$ cat src/rtl/branch_ctrl.sv
// Decode-stage branch controller: resolves MIPS-style conditional branches, requests fetch redirects, and writes link registers.
// Optional build macro BRANCH_STAT_EN adds wrapping branch statistics counters (br_total, br_taken).
module branch_ctrl #(
  parameter logic [4:0] LINK_REG = 5'd31
) (
  input  logic        clk,
  input  logic        rst,
  input  logic        id_valid,
  input  logic [5:0]  id_op,
  input  logic [4:0]  id_rt,
  input  logic [31:0] id_pc,
  input  logic [15:0] id_imm,
  input  logic [31:0] rs_data,
  input  logic [31:0] rt_data,
  input  logic        rs_ready,
  input  logic        rt_ready,
  input  logic        if_ack,
  output logic        stall_id,
  output logic        redirect_valid,
  output logic [31:0] redirect_pc,
  output logic        link_we,
  output logic [4:0]  link_addr,
  output logic [31:0] link_data,
  output logic        busy,
  output logic [31:0] br_total,
  output logic [31:0] br_taken
);

  localparam logic [1:0] IDLE     = 2'd0;
  localparam logic [1:0] WAIT     = 2'd1;
  localparam logic [1:0] EVAL     = 2'd2;
  localparam logic [1:0] REDIRECT = 2'd3;

  localparam logic [5:0] OP_REGIMM = 6'b000001;
  localparam logic [5:0] OP_BEQ    = 6'b000100;
  localparam logic [5:0] OP_BNE    = 6'b000101;
  localparam logic [5:0] OP_BLEZ   = 6'b000110;
  localparam logic [5:0] OP_BGTZ   = 6'b000111;
  localparam logic [4:0] RT_BLTZ   = 5'b00000;
  localparam logic [4:0] RT_BGEZ   = 5'b00001;
  localparam logic [4:0] RT_BLTZAL = 5'b10000;
  localparam logic [4:0] RT_BGEZAL = 5'b10001;

  function automatic logic f_is_branch(input logic [5:0] op, input logic [4:0] rt);
    case (op)
      OP_BEQ, OP_BNE, OP_BLEZ, OP_BGTZ: f_is_branch = 1'b1;
      OP_REGIMM: begin
        case (rt)
          RT_BLTZ, RT_BGEZ, RT_BLTZAL, RT_BGEZAL: f_is_branch = 1'b1;
          default:                                f_is_branch = 1'b0;
        endcase
      end
      default: f_is_branch = 1'b0;
    endcase
  endfunction

  function automatic logic f_needs_rt(input logic [5:0] op);
    f_needs_rt = (op == OP_BEQ) || (op == OP_BNE);
  endfunction

  function automatic logic f_is_link(input logic [5:0] op, input logic [4:0] rt);
    f_is_link = (op == OP_REGIMM) && ((rt == RT_BLTZAL) || (rt == RT_BGEZAL));
  endfunction

  // Sign tests use bit 31 directly: rs is two's complement.
  function automatic logic f_taken(input logic [5:0] op, input logic [4:0] rt,
                                   input logic [31:0] a, input logic [31:0] b);
    case (op)
      OP_BEQ:  f_taken = (a == b);
      OP_BNE:  f_taken = (a != b);
      OP_BLEZ: f_taken = a[31] | (a == 32'd0);
      OP_BGTZ: f_taken = ~a[31] & (a != 32'd0);
      OP_REGIMM: begin
        case (rt)
          RT_BLTZ, RT_BLTZAL: f_taken = a[31];
          RT_BGEZ, RT_BGEZAL: f_taken = ~a[31];
          default:            f_taken = 1'b0;
        endcase
      end
      default: f_taken = 1'b0;
    endcase
  endfunction

  logic [1:0]  state_r, next_state_s;
  logic [5:0]  op_r;
  logic [4:0]  rtsel_r;
  logic [31:0] pc_r, rs_r, rt_r;
  logic [15:0] imm_r;
  logic        redirect_valid_r, link_we_r;
  logic [31:0] redirect_pc_r, link_data_r;
  logic [4:0]  link_addr_r;

  logic [5:0]  sel_op_s;
  logic [4:0]  sel_rtsel_s;
  logic [31:0] sel_pc_s, target_s;
  logic        id_branch_s, ops_ready_s, capture_s, taken_s;

  // In IDLE the instruction comes straight from decode; in WAIT from the held copy.
  assign sel_op_s    = (state_r == IDLE) ? id_op : op_r;
  assign sel_rtsel_s = (state_r == IDLE) ? id_rt : rtsel_r;
  assign sel_pc_s    = (state_r == IDLE) ? id_pc : pc_r;
  assign id_branch_s = id_valid & f_is_branch(id_op, id_rt);
  assign ops_ready_s = rs_ready & (rt_ready | ~f_needs_rt(sel_op_s));
  assign capture_s   = ((state_r == IDLE) & id_branch_s & ops_ready_s) |
                       ((state_r == WAIT) & ops_ready_s);
  assign taken_s     = f_taken(op_r, rtsel_r, rs_r, rt_r);
  assign target_s    = pc_r + 32'd4 + {{14{imm_r[15]}}, imm_r, 2'b00};

  // Next-state selection for the branch resolution FSM.
  always_comb begin
    next_state_s = state_r;
    case (state_r)
      IDLE: begin
        if (id_branch_s) begin
          if (ops_ready_s) next_state_s = EVAL;
          else             next_state_s = WAIT;
        end else begin
          next_state_s = IDLE;
        end
      end
      WAIT: begin
        if (ops_ready_s) next_state_s = EVAL;
        else             next_state_s = WAIT;
      end
      EVAL: begin
        if (taken_s) next_state_s = REDIRECT;
        else         next_state_s = IDLE;
      end
      REDIRECT: begin
        if (if_ack) next_state_s = IDLE;
        else        next_state_s = REDIRECT;
      end
      default: next_state_s = IDLE;
    endcase
  end

  // State, operand capture and registered redirect/link outputs.
  always_ff @(posedge clk) begin
    if (rst) begin
      state_r          <= IDLE;
      op_r             <= 6'd0;
      rtsel_r          <= 5'd0;
      pc_r             <= 32'd0;
      imm_r            <= 16'd0;
      rs_r             <= 32'd0;
      rt_r             <= 32'd0;
      redirect_valid_r <= 1'b0;
      redirect_pc_r    <= 32'd0;
      link_we_r        <= 1'b0;
      link_addr_r      <= 5'd0;
      link_data_r      <= 32'd0;
    end else begin
      state_r <= next_state_s;
      if ((state_r == IDLE) && id_branch_s) begin
        op_r    <= id_op;
        rtsel_r <= id_rt;
        pc_r    <= id_pc;
        imm_r   <= id_imm;
      end
      if (capture_s) begin
        rs_r <= rs_data;
        rt_r <= rt_data;
      end
      // Link pulse is set up on the way into EVAL so it is visible for exactly that cycle.
      if (capture_s && f_is_link(sel_op_s, sel_rtsel_s)) begin
        link_we_r   <= 1'b1;
        link_addr_r <= LINK_REG;
        link_data_r <= sel_pc_s + 32'd8;
      end else begin
        link_we_r   <= 1'b0;
        link_addr_r <= 5'd0;
        link_data_r <= 32'd0;
      end
      if ((state_r == EVAL) && taken_s) begin
        redirect_valid_r <= 1'b1;
        redirect_pc_r    <= target_s;
      end else if ((state_r == REDIRECT) && if_ack) begin
        redirect_valid_r <= 1'b0;
        redirect_pc_r    <= 32'd0;
      end
    end
  end

  assign stall_id       = (state_r != IDLE) | (id_branch_s & ~ops_ready_s);
  assign busy           = (state_r != IDLE);
  assign redirect_valid = redirect_valid_r;
  assign redirect_pc    = redirect_pc_r;
  assign link_we        = link_we_r;
  assign link_addr      = link_addr_r;
  assign link_data      = link_data_r;

`ifdef BRANCH_STAT_EN
  logic [31:0] br_total_r, br_taken_r;

  // Statistics: every EVAL counts, taken EVALs also count as taken.
  always_ff @(posedge clk) begin
    if (rst) begin
      br_total_r <= 32'd0;
      br_taken_r <= 32'd0;
    end else if (state_r == EVAL) begin
      br_total_r <= br_total_r + 32'd1;
      if (taken_s) br_taken_r <= br_taken_r + 32'd1;
    end
  end

  assign br_total = br_total_r;
  assign br_taken = br_taken_r;
`else
  assign br_total = 32'd0;
  assign br_taken = 32'd0;
`endif

endmodule

$ cat config.mk
export PLATFORM = sky130hd
export DESIGN_NAME = branch_ctrl
export DESIGN_NICKNAME = d
export VERILOG_FILES = /design/src/rtl/branch_ctrl.sv
export SDC_FILE = /design/constraint.sdc
export NUM_CORES = 1
export LEC_CHECK = 0
export BUFFER_PORTS_ARGS = -buffer_cell sky130_fd_sc_hd__buf_2
export CAP_MARGIN = 20
export CORE_MARGIN = 2
export CORE_UTILIZATION = 38
export DETAILED_ROUTE_END_ITERATION = 8
export PLACE_DENSITY = 0.71
export SKIP_LAST_GASP = 1
export SLEW_MARGIN = 25
export SYNTH_ARGS = -nofsm -noshare
export SYNTH_HDL_FRONTEND = slang
export SYNTH_SLANG_ARGS = --single-unit
export TNS_END_PERCENT = 1
$ cat constraint.sdc
create_clock -name clk -period 3.25 [get_ports clk]
set_input_delay 0.1625 -clock clk [delete_from_list [all_inputs] [get_ports clk]]
set_output_delay 0.1625 -clock clk [all_outputs]
set_load 0.03 [all_outputs]
Word level (Yosys, flattened, before mapping)
Cells that the tools add are included.
- $add $sub $neg: 3
- eq/ne operators: 26
- bitwise operators: 15
- reductions and logical operators: 19
- muxes and demuxes: 18
- operator list (operator ; count):
    32-bit 2-to-1 mux ; 3
    6-bit by 3-bit equality test with 1-bit output (second input constant) ; 10
    32-bit by 3-bit adder with 32-bit output (second input constant) ; 1
    32-bit adder ; 1
    32-bit by 4-bit adder with 32-bit output (second input constant) ; 1
    32-bit equality test ; 1
    32-bit logical NOT ; 1
    32-bit != test ; 1
    32-bit nonzero test ; 1
    5-bit equality test (second input constant) ; 6
    6-bit by 1-bit equality test with 1-bit output (second input constant) ; 3
    5-bit by 1-bit equality test with 1-bit output (second input constant) ; 2
    5-bit logical NOT ; 2
    5-bit 2-to-1 mux ; 2
    2-bit 2-to-1 mux ; 4
    2-bit case mux with 4 select lines ; 1
    4-bit OR reduction ; 2
    1-bit bitwise AND ; 7
    6-bit 2-to-1 mux ; 1
    2-bit OR reduction ; 3
    1-bit logical AND ; 5
    1-bit case mux with 5 select lines ; 1
    2-bit equality test (second input constant) ; 2
    1-bit 2-to-1 mux ; 4
    7 further kinds ; 16
- input port bits: 129
- word-level logic and storage cells: 93
- flip-flop bits (word level): 196
- output and inout port bits: 137

Depth between registers and ports, before layout
Gate-level depths: netlist of the first run.
- word-level depth: 12
- depth in mapped cells: 15
- depth with buffers taken out: 14

Worst setup path after synthesis of the first run
No wires, ideal clock.
- path type: reg-to-reg
- start point: register state_r[0]
- end point: register link_data_r[29] (netlist: link_data[29])
- data arrival time: 3.138 ns
- required time: 3.133 ns
- stages on the path, launching flop included: 15
- setup slack: -0.005 ns
- path through: dfxtp_1 > nor2_1 > inv_2 > buf_2 > clkbuf_1 > clkbuf_1 > nand2_1 > nand2_1 > ha_1 > nand3_1 > nor4_2 > nand2_1 > nor3_1 > xor2_1 > nor2_1
- word-level cells in the longest chain between the ends: 12
- ends and longest elaborated chain (element ; RTL line ; source):
    start, declared ; 84 ; logic [1:0] state_r, next_state_s;
    start signal, assigned ; 153 ; state_r <= next_state_s;
    2-bit logical NOT ; - ;
    6-bit 2-to-1 mux ; 99 ; assign sel_op_s = (state_r == IDLE) ? id_op : op_r;
    6-bit by 3-bit equality test with 1-bit output ; 58 ; f_needs_rt = (op == OP_BEQ) || (op == OP_BNE);
    1-bit logical OR ; 58 ;
    1-bit NOT ; 103 ; assign ops_ready_s = rs_ready & (rt_ready | ~f_needs_rt(sel_op_s));
    1-bit bitwise OR ; 103 ;
    1-bit bitwise AND ; 103 ;
    1-bit bitwise AND (on tied branches) ; 104, 105 ;
    1-bit bitwise OR ; 104 ; assign capture_s = ((state_r == IDLE) & id_branch_s & ops_ready_s) |
    1-bit logical AND ; 165 ; if (capture_s && f_is_link(sel_op_s, sel_rtsel_s)) begin
    1-bit NOT (no line) ; - ;
    2-bit OR reduction (no line) ; - ;
    end signal, assigned ; 168 ; link_data_r <= sel_pc_s + 32'd8;
    end, declared ; 90 ; logic [31:0] redirect_pc_r, link_data_r;
Several ways; a longest one is shown, not always the timed one.
A chain may end at the register's enable or synchronous reset.

Final worst setup path of the first run
- start point: register pc_r[9]
- end point: register redirect_pc_r[30] (netlist: redirect_pc[30])
- word-level cells in the longest chain between the ends: 3
- ends and longest elaborated chain (element ; RTL line ; source):
    start, declared ; 87 ; logic [31:0] pc_r, rs_r, rt_r;
    start signal, assigned ; 157 ; pc_r <= id_pc;
    32-bit by 3-bit adder with 32-bit output ; 107 ; assign target_s = pc_r + 32'd4 + {{14{imm_r[15]}}, imm_r, 2'b00};
    32-bit adder ; 107 ;
    32-bit 2-to-1 mux ; 174 ; if ((state_r == EVAL) && taken_s) begin
    end signal, assigned ; 176 ; redirect_pc_r <= target_s;
    end, declared ; 90 ;
Every way passes these cells.

==> flow_results.org, run 1 <==
** Route
- The first routing iteration left 708 violations.
- In the routed design, unresolved DRC markers number 0.
- Detailed-routing iteration count for the pre-antenna-repair pass :: 5
- In the final routed layout, each cell accounts on average for 16.2 um.
- Across all layers, the routed design uses 9958 vias.
- Once detail routing completed, the nets flagged for antenna violations numbered 0.
- Routed vias/inst :: 5.18
- The final layout contains routed wiring with a total length of 31200 um.

** Clock tree
- Clock buffer count from CTS :: 17
- Clock-pin slew was measured on the worst setup and hold paths at 80 ps.
- The clock reaches the later pin of the worst-skew pair after 430 ps.
- Clock tree from TritonCTS :: yes
- Level count of the clock H-tree :: 4
- The clock passes through at most 2 buffers.
- Clk sink count :: 191
- Clock root buffer :: sky130_fd_sc_hd__clkbuf_16

** Timing
- In the finished design, the share of the clock period the worst path needs comes to 0.936.
- Final hold violations :: 0
- In the final timing run, aggregate negative setup slack is 0 ps.
- In this run the tightest slew margin relative to its limit is 0.467.
- Unrepaired setup endpoints after global routing :: false
- Subtracting the final worst setup slack from the clock period gives 3040 ps.
- Hold WS :: 16.5 ps
- Setup violations remaining at the end of the flow were counted as 0.
- Maximum clock rate :: 329 MHz
- Worst-case clock skew :: 13.1 ps
- For the pin with the worst max-slew slack, the measured transition is 799 ps.
- Final Slew Violations :: 0

** Synth
- Cells after Synth :: 1299
- Among all flip-flop cells after synthesis, the most frequent one is sky130_fd_sc_hd__dfxtp_1.
- The biggest area contributor in the post-synthesis netlist is sky130_fd_sc_hd__dfxtp_1.
- After synthesis the netlist holds a flip-flop and latch count of 191.
- In the synthesized netlist, the cells that appear most often are sky130_fd_sc_hd__nand2_1, sky130_fd_sc_hd__dfxtp_1, sky130_fd_sc_hd__a21oi_1.
- In the post-synthesis netlist, the biggest area contributors are sky130_fd_sc_hd__dfxtp_1, sky130_fd_sc_hd__nand2_1, sky130_fd_sc_hd__a21oi_1.
- Count of flip-flops with a built-in enable after synthesis :: 0
- By instance count, the leading cell after synthesis is sky130_fd_sc_hd__nand2_1.
- Yosys printed 0 warnings.
- Asr flop ratio synth :: 0
- After synthesis, the netlist uses 66 different library cells.
- For this run, the register share of the synthesized area comes to 0.371.
- Average instance area after synthesis :: 7.94 um2
- Share of the synthesized area in the top cell type :: 0.371
- After synthesis the cells add up to 10300 um2.

** Worst setup path
- The endpoint identified for the worst register-to-register timing path is redirect_pc[30].
- In this run the register-to-register setup slack is 210 ps.
- Critical path arrival :: 3390 ps
- The worst register-to-register path begins at pc_r[9].
- For the worst setup path, the data required time is 3590 ps.
- The worst setup path is captured at a flop.
- FF-to-FF path depth :: 11
- Crit-path max FO :: 6
- The critical path is of the reg2reg type.
- STA classifies the critical path startpoint as a flop.

** Final layout
- From synthesis to final layout, the design area changed by 26.4%.
- Total inserted antenna cells :: 0
- Of the cells placed in the final design, the portion with a size suffix greater than 1 is 0.176.
- The filler cells instantiated in the layout total 2517.
- Count of nets after finishing :: 1756
- Summing all flip-flop and latch instances after layout gives 3820 um2.
- Summing all multi-input logic gate instances after layout gives 5900 um2.

** Hold path
- Counting instances, the worst hold path has a depth of 3.
- For hold timing, the worst endpoint is pc_r[26].
- Hold path startpoint :: id_pc[26]
- Classification of the worst-slack hold path :: in2reg

** GRT
- Total grt overflow :: 0
- Initial antenna violation count :: 1
- Pin count of the biggest net entering global routing :: 70
- Via count of the first global-routing pass :: 9206
- Overall Global Routing Usage :: 0.211
- The first global-routing pass estimated 47700 um of wire.

** Power
- Leak pwr :: 5.47 nW
- P per Cell Area :: 391 nW/um2
- Across the VDD grid, the largest voltage drop is 357 uV.

** Die
- In this run the count of I/O pins placed on the die edge is 266.
- Measured along the y axis, the die boundary spans 169 um.
- The total area inside the core boundary comes to 26800 um2.
- Initial Util :: 0.385
- From left edge to right edge, the die measures 169 um.
- The die covers 28500 um2.
- The initialized floorplan defines 60 standard-cell rows.

** Placement
- Buffers placed on the I/O ports in this run total 201.
- At the end of routability-driven placement, the weighted congestion stood at 0.947.
- Post-DP HPWL :: 22000 um

** Outcome
- The flow ran to the end, and the final reports show no timing, DRC or antenna violations.

** Flow run
- Across the run, the number of max-cap violations was 0.
cells in the final DEF, fill, tap and decap left out, types with 6 or more instances in the layout:
cell type,count
sky130_fd_sc_hd__xor2_1,20
sky130_fd_sc_hd__buf_2,200
sky130_fd_sc_hd__o21ai_0,26
sky130_fd_sc_hd__o21ai_1,10
sky130_fd_sc_hd__nor2_1,69
sky130_fd_sc_hd__nand4_1,20
sky130_fd_sc_hd__xnor2_1,58
sky130_fd_sc_hd__o21a_1,7
sky130_fd_sc_hd__ha_1,58
sky130_fd_sc_hd__dfxtp_1,191
sky130_fd_sc_hd__nand3_1,30
sky130_fd_sc_hd__and3_1,7
sky130_fd_sc_hd__o211ai_1,12
sky130_fd_sc_hd__nand2_1,305
sky130_fd_sc_hd__a211oi_1,9
sky130_fd_sc_hd__mux2i_1,18
sky130_fd_sc_hd__inv_1,13
sky130_fd_sc_hd__clkbuf_16,17
sky130_fd_sc_hd__mux2_1,6
sky130_fd_sc_hd__conb_1,64
sky130_fd_sc_hd__a21o_1,12
sky130_fd_sc_hd__buf_4,23
sky130_fd_sc_hd__dlygate4sd3_1,99
sky130_fd_sc_hd__nor3_1,16
sky130_fd_sc_hd__o31ai_1,6
sky130_fd_sc_hd__nor4_1,11
sky130_fd_sc_hd__a21oi_1,173
sky130_fd_sc_hd__a31oi_1,6
worst max path at each step:
stage	from	cells past startpoint	end
final	pc_r[9]	11	redirect_pc[30]
after global routing	pc_r[2]	14	redirect_pc[27]
after CTS	pc_r[3]	12	redirect_pc[27]
after detailed placement	pc_r[3]	12	redirect_pc[27]
after floorplan	state_r[0]	14	link_data[29]
after global placement	pc_r[3]	12	redirect_pc[27]
what timing repair did:
action | 4_1_cts | 5_1_grt
endpoints found under the setup margin | 0 | 3
gates resized for setup | 0 | 3
setup buffers | 0 | 0
endpoints found under the hold margin | 98 | 1
hold buffers | 98 | 1
cell type report:
cell class              count  area share
inverters                  14     0.00403
repair buffers            325       0.171
flip-flops and latches    191       0.293
multi-input cells        1019       0.452
well taps                 341      0.0327
clock buffers              18      0.0337
clock inverters            14      0.0132
critical path, stage by stage, from the launching register on:
cell and delay, ps:
sky130_fd_sc_hd__dfxtp_1 460, sky130_fd_sc_hd__ha_1 280, sky130_fd_sc_hd__ha_1 380, sky130_fd_sc_hd__a21o_1 220, sky130_fd_sc_hd__nor2b_1 130, sky130_fd_sc_hd__nor3_1 230, sky130_fd_sc_hd__buf_4 180, sky130_fd_sc_hd__a21oi_1 110
sky130_fd_sc_hd__o21ai_1 270, sky130_fd_sc_hd__a21boi_0 200, sky130_fd_sc_hd__o31a_1 320, sky130_fd_sc_hd__o31ai_1 190
cell families (layout without fill, tap and decap cells):
kind of cell             count (synthesis)  after routing  synth area share
other                                    1             64          0.000364
AO/OA/AOI/OAI                          289            289             0.162
multiplexers                            27             27            0.0284
AND/OR/NAND/NOR                        502            502             0.216
XOR/XNOR                                78             78            0.0663
flip-flops                             191            191             0.371
adder cells (fa/ha/maj)                 59             59            0.0723
buffers and inverters                  152            371            0.0830
registers in the layout, indices dropped and copies added, names as in the netlist:
| signal | count |
|---|---|
| imm_r | 16 |
| rs_r | 32 |
| state_r | 2 |
| rtsel_r | 5 |
| redirect_valid | 1 |
| op_r | 6 |
| pc_r | 32 |
| link_addr | 1 |
| rt_r | 32 |
| link_data | 32 |
| redirect_pc | 32 |
where the power goes:
part / internal, mW / switching, mW / leakage, nW
clock network: 1.19 / 1.01 / 0.303
logic: 0.214 / 0.312 / 3.62
registers: 2.36 / 0.0173 / 1.54
total: 3.76 / 1.33 / 5.47
through the flow:
stage               std cells  total power, mW  instance area, um2  utilization  worst slack [ps]
detailed placement       1791             2.85               11400        0.426               169
finish                   1922             5.09               13000        0.486               208
floorplan                1362             2.75               10500            -               188
CTS                      1921             5.11               13000        0.485               148
global placement         1791             2.85               11400        0.426               216
global route             1922             5.25               13000        0.486              40.8
routing by layer:
metal / wire length (um) / global-route usage / up-vias
met1: 12900 / 0.264 / 4584
met2: 15200 / 0.364 / 451
met4: 867 / 0.0712 / 2
met5: 13 / 0 / -
li1: - / - / 4862
met3: 2220 / 0.0416 / 59
Power figures use the tool's default switching activity.
==> run 2, diff against run 1 <==
--- a/config.mk
+++ b/config.mk
@@ -5,7 +5,7 @@
 export SDC_FILE = /design/constraint.sdc
 export NUM_CORES = 1
 export LEC_CHECK = 0
-export BUFFER_PORTS_ARGS = -buffer_cell sky130_fd_sc_hd__buf_2
+export BUFFER_PORTS_ARGS = -buffer_cell sky130_fd_sc_hd__buf_4
 export CAP_MARGIN = 20
 export CORE_MARGIN = 2
 export CORE_UTILIZATION = 38
==> run 2 against run 1 <==
Against the previous run: utilization up 2.0 points; design area up 4.2%; clock power about the same; flip-flop and latch count unchanged; cell count up 0.26%; clock skew up 4.9 ps; routed wire length up 1.0%; die area unchanged; sequential share of layout area down 1.2 points; non-clock buffer count up 4.
==> flow_results.org, run 2 (synthesis gave the netlist of run 1 again) <==
** GRT
- Pin count of the biggest net entering global routing :: 124
- For this run, the total global-route usage over all layers was measured as 0.214.
- Initial antenna violation count :: 2
- Total grt overflow :: 0
- The via count of the first global-routing pass is 9464.
- The first global-routing pass estimated 48700 um of wire.

** Clock tree
- After clock tree synthesis, the clock-pin slew on the worst setup and hold paths is 80 ps.
- Clk sink count :: 191
- Clock buffer count from CTS :: 17
- The tree is rooted in a sky130_fd_sc_hd__clkbuf_16.
- Post-CTS Repair Setup Buffers :: 0
- The longest clock path from root to sink contains 2 buffers.
- Clock latency on the worst-skew pair, taken at its later pin, is 440 ps.
- Clock tree from TritonCTS :: yes
- Level count of the clock H-tree :: 4

** Worst setup path
- Critical path type :: reg2reg
- Data arrives at the worst endpoint at 3400 ps.
- The worst setup path is captured at a flop.
- In this run the worst path has a maximum fanout of 9.
- The worst setup path is launched from a flop.
- STA puts the critical path data required time at 3620 ps.

** Die
- Die footprint :: 28500 um2
- The die is 169 um tall.
- Number of rows created at floorplan :: 60
- During I/O placement, the number of pins put on the boundary was 266.
- The initial utilization of the core area, before any placement, comes to 0.385.
- The region available for standard cell placement spans 26800 um2.
- Die Wd :: 169 um

** Flow run
- Max-cap violations in this run came to 0.

** Timing
- Final Slew Violations :: 0
- The final hold violation count was 0.
- Of the available clock period, the critical path in the final layout requires 0.933.
- Counting I/O delays and the setup requirement, the final critical path takes 3030 ps.
- Maximum clock rate :: 330 MHz
- Setup repair after global routing left no endpoint under its margin.
- Worst-case clock skew :: 17.9 ps
- Max-Slew Margin vs Limit :: 0.521
- Post-Route Setup TNS :: 0 ps
- Final setup violation count :: 0
- Worst-margin pin slew :: 699 ps
- Worst Setup Slack, final :: 217 ps

** Final layout
- Fraction of layout instances using a drive strength above 1 :: 0.175
- Count of nets after finishing :: 1760
- Area overhead of the layout relative to synthesis :: 31.7%
- The library cell used most frequently in the layout, excluding fill and tap cells, is sky130_fd_sc_hd__nand2_1.
- The top cell types in the final layout, fill and taps aside, are sky130_fd_sc_hd__nand2_1, sky130_fd_sc_hd__buf_4, sky130_fd_sc_hd__dfxtp_1.
- Fill count :: 2461

** Placement
- Before CTS, the worst setup slack after placement is 113 ps.
- Post-DP HPWL :: 22300 um
- Count of port buffers added during placement :: 201
- Last weighted congestion value of the routability-driven placer :: 0.904

** Route
- In the routed design, unresolved DRC markers number 0.
- Routed vias/inst :: 5.17
- After the first detailed-routing iteration, the DRC count stood at 735.
- Number of vias after detailed routing :: 9960
- The final layout contains routed wiring with a total length of 31500 um.
- Detailed-routing iteration count for the pre-antenna-repair pass :: 5
- In this run the remaining antenna-violating nets after routing total 0.
- Drt wl/cell :: 16.4 um

** Outcome
- Status :: finished clean

** Power
- In this run the power density over the cells is 377 nW/um2.
- The analysis attributes to cell leakage a power of 5.58 nW.
- Peak VDD IR :: 329 uV

** Hold path
- In this run the worst hold path is classified as in2reg.
==> run 2: final timing paths <==
kind / slack, ps / to / start / cells past startpoint
max: 220 / redirect_pc[27] / pc_r[18] / 10
min: 20 / rt_r[27] / rt_data[27] / 3
max reg2reg: 220 / redirect_pc[27] / pc_r[18] / 10
min reg2reg: 450 / redirect_pc[28] / redirect_pc[28] / 2
==> run 2: final cells by class <==
cell class	instances	area (um2)	area share
diodes	1	2.50	0.000184
clock buffers	17	425	0.0313
clock inverters	15	190	0.0140
inverters	14	52.6	0.00387
multi-input cells	1019	5890	0.434
flip-flops and latches	191	3820	0.282
well taps	341	427	0.0314
repair buffers	329	2770	0.204
==> run 2: per-layer routing <==
layer,up-vias,GRT usage,wire [um]
met5,-,0,16
met4,2,0.0667,836
met3,49,0.0472,2240
met2,410,0.374,15300
met1,4627,0.264,13100
li1,4872,-,-
==> run 2: power breakdown <==
part	internal [mW]	switching [mW]
logic	0.261	0.315
registers	2.36	0.0172
clock network	1.11	1.06
==> run 2: critical path: stages (launching register included) <==
cell	delay (ps)
sky130_fd_sc_hd__dfxtp_1	410
sky130_fd_sc_hd__ha_1	260
sky130_fd_sc_hd__ha_1	420
sky130_fd_sc_hd__a211oi_1	260
sky130_fd_sc_hd__o21ai_1	90
sky130_fd_sc_hd__a221oi_1	470
sky130_fd_sc_hd__o221a_1	300
sky130_fd_sc_hd__a21oi_2	90
sky130_fd_sc_hd__o21ai_0	170
sky130_fd_sc_hd__or3b_1	360
sky130_fd_sc_hd__a21oi_1	140
==> run 2: repair_timing <==
action                                  CTS  global route
gates resized for setup                   0             2
hold endpoints to repair                103             0
endpoints found under the setup margin    0             3
hold buffers                            103             0
==> run 2: stage by stage <==
step | utilization | cells | area, um2 | total power, mW | hold WS (ps)
2_1_floorplan | - | 1362 | 10500 | 2.75 | 298
3_3_place_gp | 0.445 | 1791 | 11900 | 2.89 | 411
3_5_place_dp | 0.445 | 1791 | 11900 | 2.89 | 422
4_1_cts | 0.506 | 1926 | 13600 | 5.15 | 1.93
5_1_grt | 0.507 | 1927 | 13600 | 5.30 | 9.67
6_report | 0.507 | 1927 | 13600 | 5.12 | 17.8
==> run 3, diff against run 2 <==
--- a/config.mk
+++ b/config.mk
@@ -7,6 +7,7 @@
 export LEC_CHECK = 0
 export BUFFER_PORTS_ARGS = -buffer_cell sky130_fd_sc_hd__buf_4
 export CAP_MARGIN = 20
+export CORE_ASPECT_RATIO = 1.2
 export CORE_MARGIN = 2
 export CORE_UTILIZATION = 38
 export DETAILED_ROUTE_END_ITERATION = 8
==> run 3 against run 2 <==
Against the previous run: via count decreased by 0.47%; global-route usage shrank 0.28 points; sequential power about the same; utilization down 0.40 points; fmax is 1.0% higher; sequential share of layout area is 0.099 points higher; largest power group unchanged; worst hold slack got worse by 10 ps; cell count up 0.10%; critical path depth rose by 2; total power fell by 2.0%; design area down 0.35%; clock skew down 3.1 ps.
==> flow_results.org, run 3 (synthesis gave the netlist of run 1 again) <==
** Timing
- Final setup violation count :: 0
- Final hold violations :: 0
- The clock period could shrink to 3000 ps.
- Static timing analysis puts the maximum clock frequency at 333 MHz.
- Post-Route Setup TNS :: 0 ps
- Share of the clock period used by the worst path after layout :: 0.924
- Setup repair after global routing left no endpoint under its margin.
- Worst-case clock skew :: 14.9 ps
- Worst-margin pin slew :: 813 ps
- Headroom to the max-slew limit came out at 0.444.
- Final Slew Violations :: 0
- Worst Setup Slack, final :: 247 ps

** Final layout
- In the layout the commonest cells are sky130_fd_sc_hd__nand2_1, sky130_fd_sc_hd__buf_4, sky130_fd_sc_hd__dfxtp_1.
- Count of nets after finishing :: 1764
- Total inserted antenna cells :: 0
- The library cell used most frequently in the layout, excluding fill and tap cells, is sky130_fd_sc_hd__nand2_1.
- Area overhead of the layout relative to synthesis :: 31.2%
- Fraction of layout instances using a drive strength above 1 :: 0.174
- Post-layout instance count excluding filler cells :: 1929
- Utilization after layout :: 0.503

** Die
- The total area inside the core boundary comes to 26900 um2.
- Number of rows created at floorplan :: 66
- The die covers 28500 um2.
- Die Wd :: 154 um
- Initial Util :: 0.383
- In this run the vertical extent of the chip is 184 um.
- In this run the count of I/O pins placed on the die edge is 266.

** Placement
- The congestion estimate from routability-driven global placement came to 0.906.
- Buffers placed on the I/O ports in this run total 201.
- Summed over all nets, the half-perimeter wirelength after detailed placement is 22600 um.
- Number of placed cells counting well taps :: 1791
- Timing analysis after detailed placement gives a worst setup slack of 284 ps.

** GRT
- Initial antenna violation count :: 0
- After global routing the overflow that remains totals 0.
- First-pass GRT wire length :: 47800 um
- The via count of the first global-routing pass was 9699.
- Entering global routing, the biggest net connects 66 pins.
- In the global route stage, overall resource usage came out at 0.212.

** Worst setup path
- Crit-path max FO :: 4
- Critical path capture point type :: flop
- Counting stages on the worst path, the most repeated cell is sky130_fd_sc_hd__a21oi_1.
- The slowest stage of the critical path is the sky130_fd_sc_hd__fa_1 cell.
- Worst setup SP type :: flop
- Critical path type :: reg2reg
- Critical path arrival :: 3380 ps
- The critical path goes through ha_1 -> ha_1 -> inv_1 -> fa_1 -> nand2b_1 -> a21oi_1 -> o31a_1 -> o21ai_0 -> a21oi_1 -> nor3_1 -> or3b_1 -> a21oi_1.
- Required @ worst endpoint :: 3630 ps
- For this run, the slowest stage of the critical path takes 390 ps.

** Clock tree
- Clock root buffer :: sky130_fd_sc_hd__clkbuf_16
- Clk sink count :: 191
- Level count of the clock H-tree :: 4
- TritonCTS built the clock tree.
- Total of hold buffers inserted after clock tree synthesis :: 106
- Clock-pin slew was measured on the worst setup and hold paths at 80 ps.
- Resized cells post-CTS :: 0
- Post-CTS Repair Setup Buffers :: 0
- Number of buffers on the longest clock path :: 2
- Buffers inserted during clock tree synthesis total 17.
- Worst skew pair latency :: 450 ps

** Route
- Number of vias after detailed routing :: 9913
- After detailed routing, the total wire length is 31000 um.
- The routed design uses 16300 um of met2 wire.
- The first detailed-routing pass ran for 5 iterations.
- The detailed router put a total of 11700 um of wire on met1.
- Dividing the detail-routed via count by the number of cells gives 5.14.
- After detailed routing, no signal wire sits above met4.
- Remaining antenna violation count :: 0
- In the routed design, unresolved DRC markers number 0.
- Iteration-0 DRC count of the detailed router :: 551
- Amount of wire on met3 after detailed routing :: 1370 um
- Drt wl/cell :: 16.1 um

** Hold path
- Classification of the worst-slack hold path :: in2reg

** Power
- Total Power :: 5.02 mW
- IR analysis of the VDD net gives a maximum drop of 315 uV.
- Power spread over the standard cell area amounts to 371 nW/um2.
- Summed over all cells, the static leakage comes to 5.56 nW.

** Outcome
- Status :: finished clean

** Flow run
- Across the run, the number of max-cap violations was 0.
run 3: report_power, final:
group	leakage (nW)	switching [mW]	total [mW]	internal, mW
clock network	0.278	1.02	2.07	1.05
logic	3.74	0.313	0.575	0.261
registers	1.54	0.0178	2.37	2.36
total	5.56	1.35	5.02	3.67
run 3: final cells by class:
class | instances | area, um2
tap | 340 | 425
inverter | 14 | 52.6
sequential | 191 | 3820
multi-input combinational | 1019 | 5880
timing repair buffer | 333 | 2770
clock buffer | 19 | 453
clock inverter | 13 | 126
fill | 2603 | 13400
run 3: metrics by stage:
step | hold slack [ps] | area [um2]
global placement | 414 | 11900
detailed placement | 417 | 11900
global route | 8.15 | 13500
CTS | 0.545 | 13500
floorplan | 298 | 10500
finish | 7.58 | 13500
run 3: layer usage:
metal	vias to the layer above	GRT usage
met5	-	0
met4	0	0.123
met3	83	0.0320
met2	331	0.404
met1	4630	0.219
li1	4869	-
run 3: worst paths after layout:
check                       start              end  slack (ps)  cells after the start
setup / recovery          pc_r[3]  redirect_pc[27]         250                     12
hold / removal         id_imm[11]        imm_r[11]           8                      3
setup reg to reg          pc_r[3]  redirect_pc[27]         250                     12
hold reg to reg   redirect_pc[28]  redirect_pc[28]         450                      2
run 3: critical path, delay by kind of cell, from the launching register on:
kind	cells	cell delay (ps)
and+or+nand+nor	3	630
buffers and inverters	1	60
DFF	1	340
AOI/OAI and AO/OA	5	1060
adders and majority gates	3	860
